`config.mk`:
```
export PLATFORM = sky130hd
export DESIGN_NAME = memcheck_stream
export DESIGN_NICKNAME = d
export VERILOG_FILES = /design/src/rtl/memcheck_stream.sv
export SDC_FILE = /design/constraint.sdc
export NUM_CORES = 1
export LEC_CHECK = 0
export CAP_MARGIN = 20
export CORE_MARGIN = 10
export CORE_UTILIZATION = 40
export CTS_BUF_LIST = sky130_fd_sc_hd__clkbuf_8
export CTS_CLUSTER_DIAMETER = 50
export DETAILED_ROUTE_END_ITERATION = 7
export DONT_BUFFER_PORTS = 1
export GPL_ROUTABILITY_DRIVEN = 1
export PLACE_DENSITY = 0.6
export SLEW_MARGIN = 20
export SYNTH_ARGS = -nofsm -noshare
export SYNTH_HDL_FRONTEND = slang
export SYNTH_SLANG_ARGS = --single-unit
```
`constraint.sdc`:
```
create_clock -name clk -period 110.7 [get_ports clk]
set_input_delay 33.21 -clock clk [delete_from_list [all_inputs] [get_ports clk]]
set_output_delay 33.21 -clock clk [all_outputs]
set_load 0.03 [all_outputs]
```
`src/rtl/memcheck_stream.sv`:
```
// Streaming read-side checker: consumes a programmed number of beats and compares every byte
// against a pattern byte. It reports a saturating mismatch count and the index of the first bad beat.
module memcheck_stream #(
  parameter int dataWidth = 512,
  parameter int cntWidth  = 32
) (
  input  logic                 clk,
  input  logic                 rst,
  input  logic                 ext_data_i_valid,
  output logic                 ext_data_i_ready,
  input  logic [dataWidth-1:0] ext_data_i_bits,
  input  logic [31:0]          ext_csr_i_0,
  input  logic [cntWidth-1:0]  ext_csr_i_1,
  input  logic                 ext_start_i,
  output logic                 ext_busy_o,
  output logic [cntWidth-1:0]  ext_csr_o_0,
  output logic [cntWidth-1:0]  ext_csr_o_1
);

  localparam int NumBytes = dataWidth / 8;
  localparam int MisWidth = $clog2(NumBytes + 1);
  localparam logic [cntWidth-1:0] AllOnes = '1;

  typedef enum logic {IDLE, RUN} state_t;

  state_t              r_state;
  logic [7:0]          r_pattern;
  logic [cntWidth-1:0] r_total;
  logic [cntWidth-1:0] r_beat;
  logic [cntWidth-1:0] r_count;
  logic [cntWidth-1:0] r_index;

  logic                w_accept;
  logic [MisWidth-1:0] w_mism;
  logic [cntWidth:0]   w_sum;
  logic [cntWidth-1:0] w_count_next;
  logic                w_unused_csr;

  // Bits [31:8] of the pattern CSR are reserved.
  assign w_unused_csr = ^ext_csr_i_0[31:8];

  assign ext_data_i_ready = (r_state == RUN);
  assign ext_busy_o       = (r_state == RUN);
  assign w_accept         = ext_data_i_valid && ext_data_i_ready;
  assign ext_csr_o_0      = r_count;
  assign ext_csr_o_1      = r_index;

  always_comb begin
    // NOTE: default assignment first so the combinational block never infers a latch.
    w_mism = '0;
    for (int i = 0; i < NumBytes; i++) begin
      if (ext_data_i_bits[8*i +: 8] != r_pattern) w_mism = w_mism + MisWidth'(1);
    end
  end

  // One spare carry bit in the sum detects overflow, so the count can clamp instead of wrapping.
  assign w_sum        = {1'b0, r_count} + (cntWidth + 1)'(w_mism);
  assign w_count_next = w_sum[cntWidth] ? AllOnes : w_sum[cntWidth-1:0];

  always_ff @(posedge clk) begin
    if (rst) begin
      // NOTE: non-blocking assignments for all state so every register samples pre-edge values.
      r_state   <= IDLE;
      r_pattern <= '0;
      r_total   <= '0;
      r_beat    <= '0;
      r_count   <= '0;
      r_index   <= AllOnes;
    end else begin
      case (r_state)
        IDLE: begin
          if (ext_start_i) begin
            r_count <= '0;
            r_index <= AllOnes;
            r_beat  <= '0;
            if (ext_csr_i_1 != '0) begin
              r_pattern <= ext_csr_i_0[7:0];
              r_total   <= ext_csr_i_1;
              r_state   <= RUN;
            end
          end
        end
        RUN: begin
          if (w_accept) begin
            r_count <= w_count_next;
            if (w_mism != '0 && r_index == AllOnes) r_index <= r_beat;
            r_beat <= r_beat + cntWidth'(1);
            if (r_beat == r_total - cntWidth'(1)) r_state <= IDLE;
          end
        end
        default: r_state <= IDLE;
      endcase
    end
  end

endmodule

```
==> impl_metrics.yaml, run 1 <==
finish:
  mostFrequentLayoutCell: "xor2_1"
  drive_gt1_share_pct: 6.530
  area_growth_pct: 4.332
  layout_common_cells: "xor2_1 (480), xnor2_1 (409), nand2_1 (289), nor2_1 (288), a21oi_1 (147)"
  fillers: 6495
  nets: 3870
  regArea_um2: 2773
  multiInputGateArea_um2: 21380
  fin_cells: 4071
sta:
  period_needed_ns: 73.44
  fin_ws_ns: 37.26
  tns_ns: 0
  fin_crit_sh_pct: 66.34
  setup_viol: 0
  clock.fmax_mhz: 13.62
  skew_ns: 0.01159
  hold_viol: 0
  rsz0062_at_grt: "no"
  slew_violations: 0
  max_slew.worst_pin.slew_ns: 1.125
  maxSlewHeadroom_pct: 24.34
clocking:
  path_clk_slew_ns: 0.08
  insertion_delay_ns: 0.46
  postCtsHoldBufs: 0
  cts-buffers-inserted: 17
  post-cts-setup-buffer-count: 0
  cts_buffer_depth: 2
  cts_tree: "done"
  cts_resized: 0
  cts_max_level: 4
  cts.sinks: 137
  cts_root_buf: "clkbuf_8"
placement:
  io_buffer_count: 0
  place_hpwl_um: 72790
  post-place-ws_ns: 36.86
  globalplace.congestion: 0.8970
  dp_cells: 4036
worst_setup_path:
  worst-setup-path-type: "input port to flip-flop"
  worstPathArrival_ns: 73.80
  worstSetupEndpointType: "flip-flop"
  cp.required_ns: 111.06
  crit_path_start_kind: "input port"
  r2r-start: "r_pattern[1]$_SDFFE_PP0P_"
  rr_worst_depth: 201
  r2r_slack_ns: 68.91
  max_stage_delay_ns: 0.68
  path_max_fanout: 26
  critPathMostFrequentCell: "ha_1"
  r2r-end: "ext_csr_o_0[10]$_SDFFE_PP0P_"
  cp_slowest_cell: "nand2_1"
die:
  die-area_um2: 73250
  core_um2: 61940
  start_util_pct: 40.57
  ios: 646
  die_width_um: 270.6
  chipHeight_um: 270.6
  num_rows: 91
synthesis:
  synth_top_area_share_pct: 16.73
  ys.flop_type: "dfxtp_1"
  async_flop_share_pct: 0
  synth.cell_area_um2: 25130
  ys_ff_latch: 137
  ys_types: 108
  syn_nets: 3964
  ys_warn_count: 0
  synth_seq_area_share_pct: 10.91
  synth_top_area_cell: "xor2_1"
  syn_area_per_cell_um2: 7.587
  synth_area_leaders: "xor2_1 (17%), xnor2_1 (14%), dfxtp_1 (11%)"
  netlist_instances: 3312
  synth_edf_count: 0
route:
  via_per_inst: 5.694
  drtIter0Drc: 1400
  vias: 23181
  wl_um: 87440
  drc: 0
  firstDrtPassIters: 7
  detail_route.wl_per_cell_um: 21.48
  route.antenna.remaining_nets: 0
hold_path:
  min_to: "r_total[31]$_SDFFE_PP0P_"
  holdPathStages: 2
  min_from: "r_total[31]$_SDFFE_PP0P_"
  hp-class: "flip-flop to flip-flop"
run:
  maxCapViolCount: 0
grt:
  gr-usage-all-layers_pct: 22.34
  grt_antenna_before_repair: 4
  grt_max_degree: 79
  grt_pass1_wl_um: 132000
  grt_pass1_vias: 22446
  grt_overflow: 0
status:
  status: "finished, final reports clean"
[per-layer routing]
| layer | vias up | part of all wire [%] | global-route usage [%] |
|---|---|---|---|
| li1 | 11486 | - | - |
| met1 | 10861 | 43 | 27.33 |
| met2 | 749 | 48 | 39.11 |
| met3 | 83 | 7.0 | 4.931 |
| met4 | 2 | 1.8 | 5.234 |
| met5 | - | 0.021 | 0 |
[critical path, delay by kind of cell]
| family | cells | cell delay, ns |
|---|---|---|
| AOI/OAI and AO/OA | 58 | 10.38 |
| xor gates and xnor gates | 27 | 4.98 |
| adders and majority gates | 34 | 10.95 |
| buffers and inverters | 10 | 0.87 |
| muxes | 9 | 2.18 |
| and+or+nand+nor | 61 | 11.13 |
[synthesized netlist by cell type, types with 13 or more instances]
| master | n |
|---|---|
| dfxtp_1 | 137 |
| buf_1 | 20 |
| ha_1 | 71 |
| o21ai_0 | 115 |
| nand4_1 | 81 |
| a21o_1 | 23 |
| a22o_1 | 16 |
| nor2b_1 | 24 |
| o31ai_1 | 13 |
| nor3b_1 | 26 |
| or3_1 | 26 |
| and3_1 | 39 |
| nor3_1 | 65 |
| mux2i_1 | 81 |
| o211ai_1 | 18 |
| a22oi_1 | 14 |
| nand2b_1 | 32 |
| mux2_2 | 18 |
| nand3_1 | 98 |
| o21a_1 | 27 |
| xnor2_2 | 22 |
| nand2_1 | 289 |
| xor2_1 | 480 |
| or2_2 | 27 |
| xnor3_1 | 18 |
| clkbuf_1 | 79 |
| a21oi_1 | 147 |
| nor4_1 | 105 |
| a211oi_1 | 15 |
| a31oi_1 | 25 |
| and4_1 | 13 |
| and2_1 | 33 |
| buf_2 | 17 |
| a211o_1 | 15 |
| nor2_1 | 288 |
| xnor2_1 | 409 |
| inv_1 | 86 |
| buf_4 | 15 |
| o22a_1 | 35 |
[metrics by stage]
stage / hold WS, ns / utilization (%) / cell area (um2)
after CTS: 0.5298 / 42.30 / 26200
after global routing: 0.5645 / 42.32 / 26210
final: 0.5257 / 42.33 / 26220
after floorplan: 0.4837 / - / 25130
after global placement: 0.4977 / 41.59 / 25760
after detailed placement: 0.5104 / 41.59 / 25760
[area by class of cell]
type	count	area share, %
Multi-Input combinational cell	2940	81.54
Clock buffer	18	0.9450
Sequential cell	137	10.58
Timing Repair Buffer	27	0.8209
Antenna cell	3	0.02864
Clock inverter	14	0.7302
Tap cell	837	3.995
Inverter	95	1.365
[sequential cells by signal, summed over array words and instances (netlist names)]
| register | count |
|---|---|
| ext_csr_o_0 | 32 |
| ext_csr_o_1 | 32 |
| r_total | 32 |
| r_pattern | 8 |
| r_beat | 32 |
| ext_busy_o | 1 |
[worst max-delay path by stage]
stage | from | endpoint | slack [ns] | cells after the start
after global placement | ext_data_i_bits[20] | ext_csr_o_0[27]$_SDFFE_PP0P_ | 36.99 | 198
after global routing | ext_data_i_bits[12] | ext_csr_o_0[7]$_SDFFE_PP0P_ | 33.91 | 201
final | ext_data_i_bits[20] | ext_csr_o_0[10]$_SDFFE_PP0P_ | 37.26 | 199
after detailed placement | ext_data_i_bits[20] | ext_csr_o_0[10]$_SDFFE_PP0P_ | 36.86 | 197
after floorplan | ext_data_i_bits[13] | ext_csr_o_0[10]$_SDFFE_PP0P_ | 42.79 | 203
after CTS | ext_data_i_bits[20] | ext_csr_o_0[27]$_SDFFE_PP0P_ | 37.18 | 198
[cell families (layout without fill, tap and decap cells)]
| family | after synthesis | in the layout | synth area share [%] |
|---|---|---|---|
| xor gates and xnor gates | 956 | 956 | 36.54 |
| muxes | 100 | 100 | 4.093 |
| other | 0 | 3 | 0 |
| AOI/OAI and AO/OA | 602 | 602 | 16.23 |
| DFF | 137 | 137 | 10.91 |
| and+or+nand+nor | 1204 | 1204 | 24.27 |
| adders and majority gates | 78 | 78 | 3.854 |
| buffers and inverters | 235 | 154 | 4.093 |
Power of run 1 is left out: the tool's default activity adds up to more than one toggle a clock period on the data nets, which glitch-free logic cannot reach.
==> inputs of run 2 (changes only) <==
Clock period 110.7 ns to 75.3 ns, I/O delays scaled along.
==> run 2 against run 1 <==
  * Flip-flop and latch count unchanged
  * Clock skew up 0.0058 ns
  * Final area up 0.10%
  * Cell count about the same
  * Via count up 0.28%
  * Critical path depth unchanged
  * Core utilization about the same
  * Global-route usage down 0.11 points
  * Non-clock buffer count unchanged
  * Hold slack worse by 0.0048 ns
  * Highest routed layer unchanged
==> impl_metrics.yaml, run 2 (same netlist as run 1, synthesis figures left out) <==
status:
  status: "finished, final reports clean"
worst_setup_path:
  path_buf_inv: 9
  max_stage_delay_ns: 0.68
  worst-setup-path-type: "input port to flip-flop"
  r2r_slack_ns: 33.69
  cp.required_ns: 75.65
  worstSetupEndpointType: "flip-flop"
  path_max_fanout: 26
  crit_path_start_kind: "input port"
  r2r-end: "ext_csr_o_0[8]$_SDFFE_PP0P_"
  worstPathArrival_ns: 63.10
  r2r-start: "r_pattern[5]$_SDFFE_PP0P_"
  rr_worst_depth: 202
  crit_family: "simple AND/OR/NAND/NOR gates"
  critPathMostFrequentCell: "ha_1"
  cp_slowest_cell: "nor4_4"
hold_path:
  holdPathStages: 2
  min_from: "r_total[31]$_SDFFE_PP0P_"
  hp-class: "flip-flop to flip-flop"
  min_to: "r_total[31]$_SDFFE_PP0P_"
sta:
  period_needed_ns: 62.75
  maxSlewHeadroom_pct: 21.89
  slew_violations: 0
  clock.fmax_mhz: 15.94
  skew_ns: 0.01737
  hold_viol: 0
  setup_viol: 0
  rsz0062_at_grt: "no"
  tns_ns: 0
  fin_crit_sh_pct: 83.33
  max_slew.worst_pin.slew_ns: 1.161
die:
  start_util_pct: 40.57
  ios: 646
  core_um2: 61940
  num_rows: 91
  die_width_um: 270.6
  die-area_um2: 73250
  chipHeight_um: 270.6
placement:
  place_hpwl_um: 72590
  globalplace.congestion: 0.9115
  io_buffer_count: 0
clocking:
  cts-buffers-inserted: 17
  cts_buffer_depth: 2
  cts_resized: 0
  cts_root_buf: "clkbuf_8"
  cts_tree: "done"
  cts.sinks: 137
  cts_max_level: 4
  post-cts-setup-buffer-count: 0
  postCtsHoldBufs: 0
  path_clk_slew_ns: 0.08
  insertion_delay_ns: 0.46
finish:
  nets: 3870
  multiInputGateArea_um2: 21380
  fillers: 6488
  mostFrequentLayoutCell: "xor2_1"
  layout_common_cells: "xor2_1 (480), xnor2_1 (409), nand2_1 (289), nor2_1 (287), a21oi_1 (147)"
  regArea_um2: 2773
  area_growth_pct: 4.441
  drive_gt1_share_pct: 6.500
route:
  via_per_inst: 5.708
  vias: 23245
  firstDrtPassIters: 5
  detail_route.wl_per_cell_um: 21.39
  drc: 0
  wl_um: 87090
  route.antenna.remaining_nets: 0
  drtIter0Drc: 1387
grt:
  grt_max_degree: 79
  grt_antenna_before_repair: 5
  grt_pass1_wl_um: 131400
  grt_pass1_vias: 22320
  grt_overflow: 0
  gr-usage-all-layers_pct: 22.23
run:
  maxCapViolCount: 0
==> run 2: cell types whose count changed in the layout (fill, tap and decap cells not counted) <==
cell,change
nor2_2,+1
clkinvlp_4,-2
nor2_1,-1
clkinv_4,+1
diode_2,+1
clkinv_2,-1
inv_6,-2
clkbuf_8,+1
bufinv_16,+1
inv_1,+2
==> run 2: tightest hold or removal path, cell delays in order, from the launching register on <==
cell and delay (ns):
dfxtp_1 0.35, mux2i_1 0.07, nor2_1 0.07
==> run 2: metrics by stage <==
| step | utilization, % | worst slack [ns] | instance area, um2 | instances | hold slack [ns] |
|---|---|---|---|---|---|
| 4_1_cts | 42.34 | 12.47 | 26220 | 4068 | 0.5294 |
| 5_1_grt | 42.35 | 9.162 | 26230 | 4068 | 0.5789 |
| 6_report | 42.37 | 12.55 | 26240 | 4072 | 0.5209 |
| 2_1_floorplan | - | 18.01 | 25130 | 3312 | 0.4837 |
| 3_3_place_gp | 41.59 | 12.21 | 25760 | 4036 | 0.4999 |
| 3_5_place_dp | 41.59 | 12.13 | 25760 | 4036 | 0.5100 |
==> run 2: layout make-up <==
| type | count | area share (%) |
|---|---|---|
| multi-input cells | 2940 | 81.46 |
| diodes | 4 | 0.03814 |
| repair buffers | 27 | 0.8200 |
| inverters | 95 | 1.364 |
| flip-flops and latches | 137 | 10.56 |
| well taps | 837 | 3.990 |
| clock buffers | 19 | 0.9964 |
| clock inverters | 13 | 0.7628 |
==> run 2: worst max path at each step <==
stage | startpoint | end | slack [ns] | cells after the start
3_5_place_dp | ext_data_i_bits[20] | ext_csr_o_0[8]$_SDFFE_PP0P_ | 12.13 | 197
2_1_floorplan | ext_data_i_bits[13] | ext_csr_o_0[10]$_SDFFE_PP0P_ | 18.01 | 203
3_3_place_gp | ext_data_i_bits[20] | ext_csr_o_0[18]$_SDFFE_PP0P_ | 12.21 | 197
6_report | ext_data_i_bits[20] | ext_csr_o_0[8]$_SDFFE_PP0P_ | 12.55 | 199
5_1_grt | ext_data_i_bits[12] | ext_csr_o_0[7]$_SDFFE_PP0P_ | 9.16 | 201
4_1_cts | ext_data_i_bits[20] | ext_csr_o_0[27]$_SDFFE_PP0P_ | 12.47 | 198
==> run 2: layer usage <==
metal,up-vias,track usage (%),wire length (um)
li1,11484,-,-
met1,10953,27.20,37290
met2,738,39.10,42010
met3,68,5.231,6344
met4,2,4.249,1425
met5,-,0,13
Power of run 2 is left out for the same reason.
==> inputs of run 3 (changes only) <==
Clock period 75.3 ns to 59.2 ns, I/O delays scaled along.
==> run 3 against run 2 <==
  * Hold slack better by 0.0052 ns
  * Cell count is 0.15% higher
  * Largest cell class unchanged
  * Non-clock buffer count up 9
==> impl_metrics.yaml, run 3 (same netlist as run 1, synthesis figures left out) <==
clocking:
  path_clk_slew_ns: 0.08
  cts_max_level: 4
  cts-buffers-inserted: 17
  cts_root_buf: "clkbuf_8"
  postCtsHoldBufs: 0
  insertion_delay_ns: 0.46
  cts.sinks: 137
  cts_buffer_depth: 2
  cts_tree: "done"
finish:
  mostFrequentLayoutCell: "xor2_1"
  nets: 3879
  layout_common_cells: "xor2_1 (479), xnor2_1 (409), nand2_1 (288), nor2_1 (287), a21oi_1 (144)"
  fin_cells: 4078
  area_growth_pct: 4.919
  drive_gt1_share_pct: 7.284
worst_setup_path:
  cp.required_ns: 59.56
  crit_path_start_kind: "input port"
  critPathMostFrequentCell: "ha_1"
  worst-setup-path-type: "input port to flip-flop"
  path_max_fanout: 26
  worstSetupEndpointType: "flip-flop"
  cp_slowest_cell: "fa_1"
  rr_worst_depth: 209
  worstPathArrival_ns: 56.12
  max_stage_delay_ns: 0.43
sta:
  setup_viol: 0
  tns_ns: 0
  slew_violations: 0
  maxSlewHeadroom_pct: 29.86
  clock.fmax_mhz: 17.93
  skew_ns: 0.01038
  fin_crit_sh_pct: 94.20
  period_needed_ns: 55.76
  rsz0062_at_grt: "no"
  hold_viol: 0
  max_slew.worst_pin.slew_ns: 1.042
  hold_ws_ns: 0.5261
route:
  drtIter0Drc: 1393
  detail_route.wl_per_cell_um: 21.46
  route.antenna.remaining_nets: 0
  via_per_inst: 5.676
  firstDrtPassIters: 5
  drc: 0
  wl_um: 87530
  vias: 23145
die:
  core_um2: 61940
  num_rows: 91
  die_width_um: 270.6
  ios: 646
  start_util_pct: 40.57
  chipHeight_um: 270.6
  die-area_um2: 73250
grt:
  grt_pass1_wl_um: 132500
  grt_max_degree: 79
  grt_antenna_before_repair: 3
  gr-usage-all-layers_pct: 22.42
  grt_pass1_vias: 22541
  grt_overflow: 0
status:
  status: "finished, final reports clean"
hold_path:
  hp-class: "flip-flop to flip-flop"
  holdPathStages: 2
run:
  maxCapViolCount: 0
placement:
  dp_cells: 4039
  place_hpwl_um: 73020
  globalplace.congestion: 0.9213
  io_buffer_count: 0
-- run 3: what timing repair did --
item,4_1_cts,5_1_grt
gates resized for setup,0,18
endpoints found under the setup margin,0,32
endpoints found under the hold margin,0,0
setup buffers,0,6
-- run 3: worst max-delay path: cells and delay by family --
family / cells / cell delay, ns
mux: 9 / 2.18
compound gates: 65 / 10.32
simple gates: 61 / 8.91
fa+ha+maj: 35 / 11.11
xor+xnor: 29 / 4.97
buf+inv: 10 / 0.80
-- run 3: stage by stage --
stage | setup WS (ns) | utilization [%] | area [um2]
after floorplan | 6.740 | - | 25130
after global placement | 1.269 | 41.63 | 25780
after detailed placement | 1.162 | 41.63 | 25780
after CTS | 1.512 | 42.35 | 26230
after global routing | 0.01094 | 42.56 | 26360
final | 3.436 | 42.56 | 26360
-- run 3: routing by layer --
metal  vias up  wire (um)  track usage, %
met5         -         27               0
met4         4       1945           5.322
met3        79       6269           5.593
met2       744      41650           38.86
met1     10802      37640           27.34
li1      11516          -               -
-- run 3: layout make-up --
class,count,area (um2)
Inverter,95,357.8
Fill cell,6436,35580
Multi-Input combinational cell,2940,21450
Antenna cell,1,2.502
Timing Repair Buffer,36,282.8
Clock inverter,15,212.7
Sequential cell,137,2773
Clock buffer,17,234.0
Tap cell,837,1047
-- run 3: final timing paths --
check	from	end	slack, ns
min reg2reg	r_total[31]$_SDFFE_PP0P_	r_total[31]$_SDFFE_PP0P_	0.53
max	ext_data_i_bits[12]	ext_csr_o_0[27]$_SDFFE_PP0P_	3.44
min	r_total[31]$_SDFFE_PP0P_	r_total[31]$_SDFFE_PP0P_	0.53
max reg2reg	r_pattern[1]$_SDFFE_PP0P_	ext_csr_o_0[27]$_SDFFE_PP0P_	19.53
Power of run 3 is left out for the same reason.
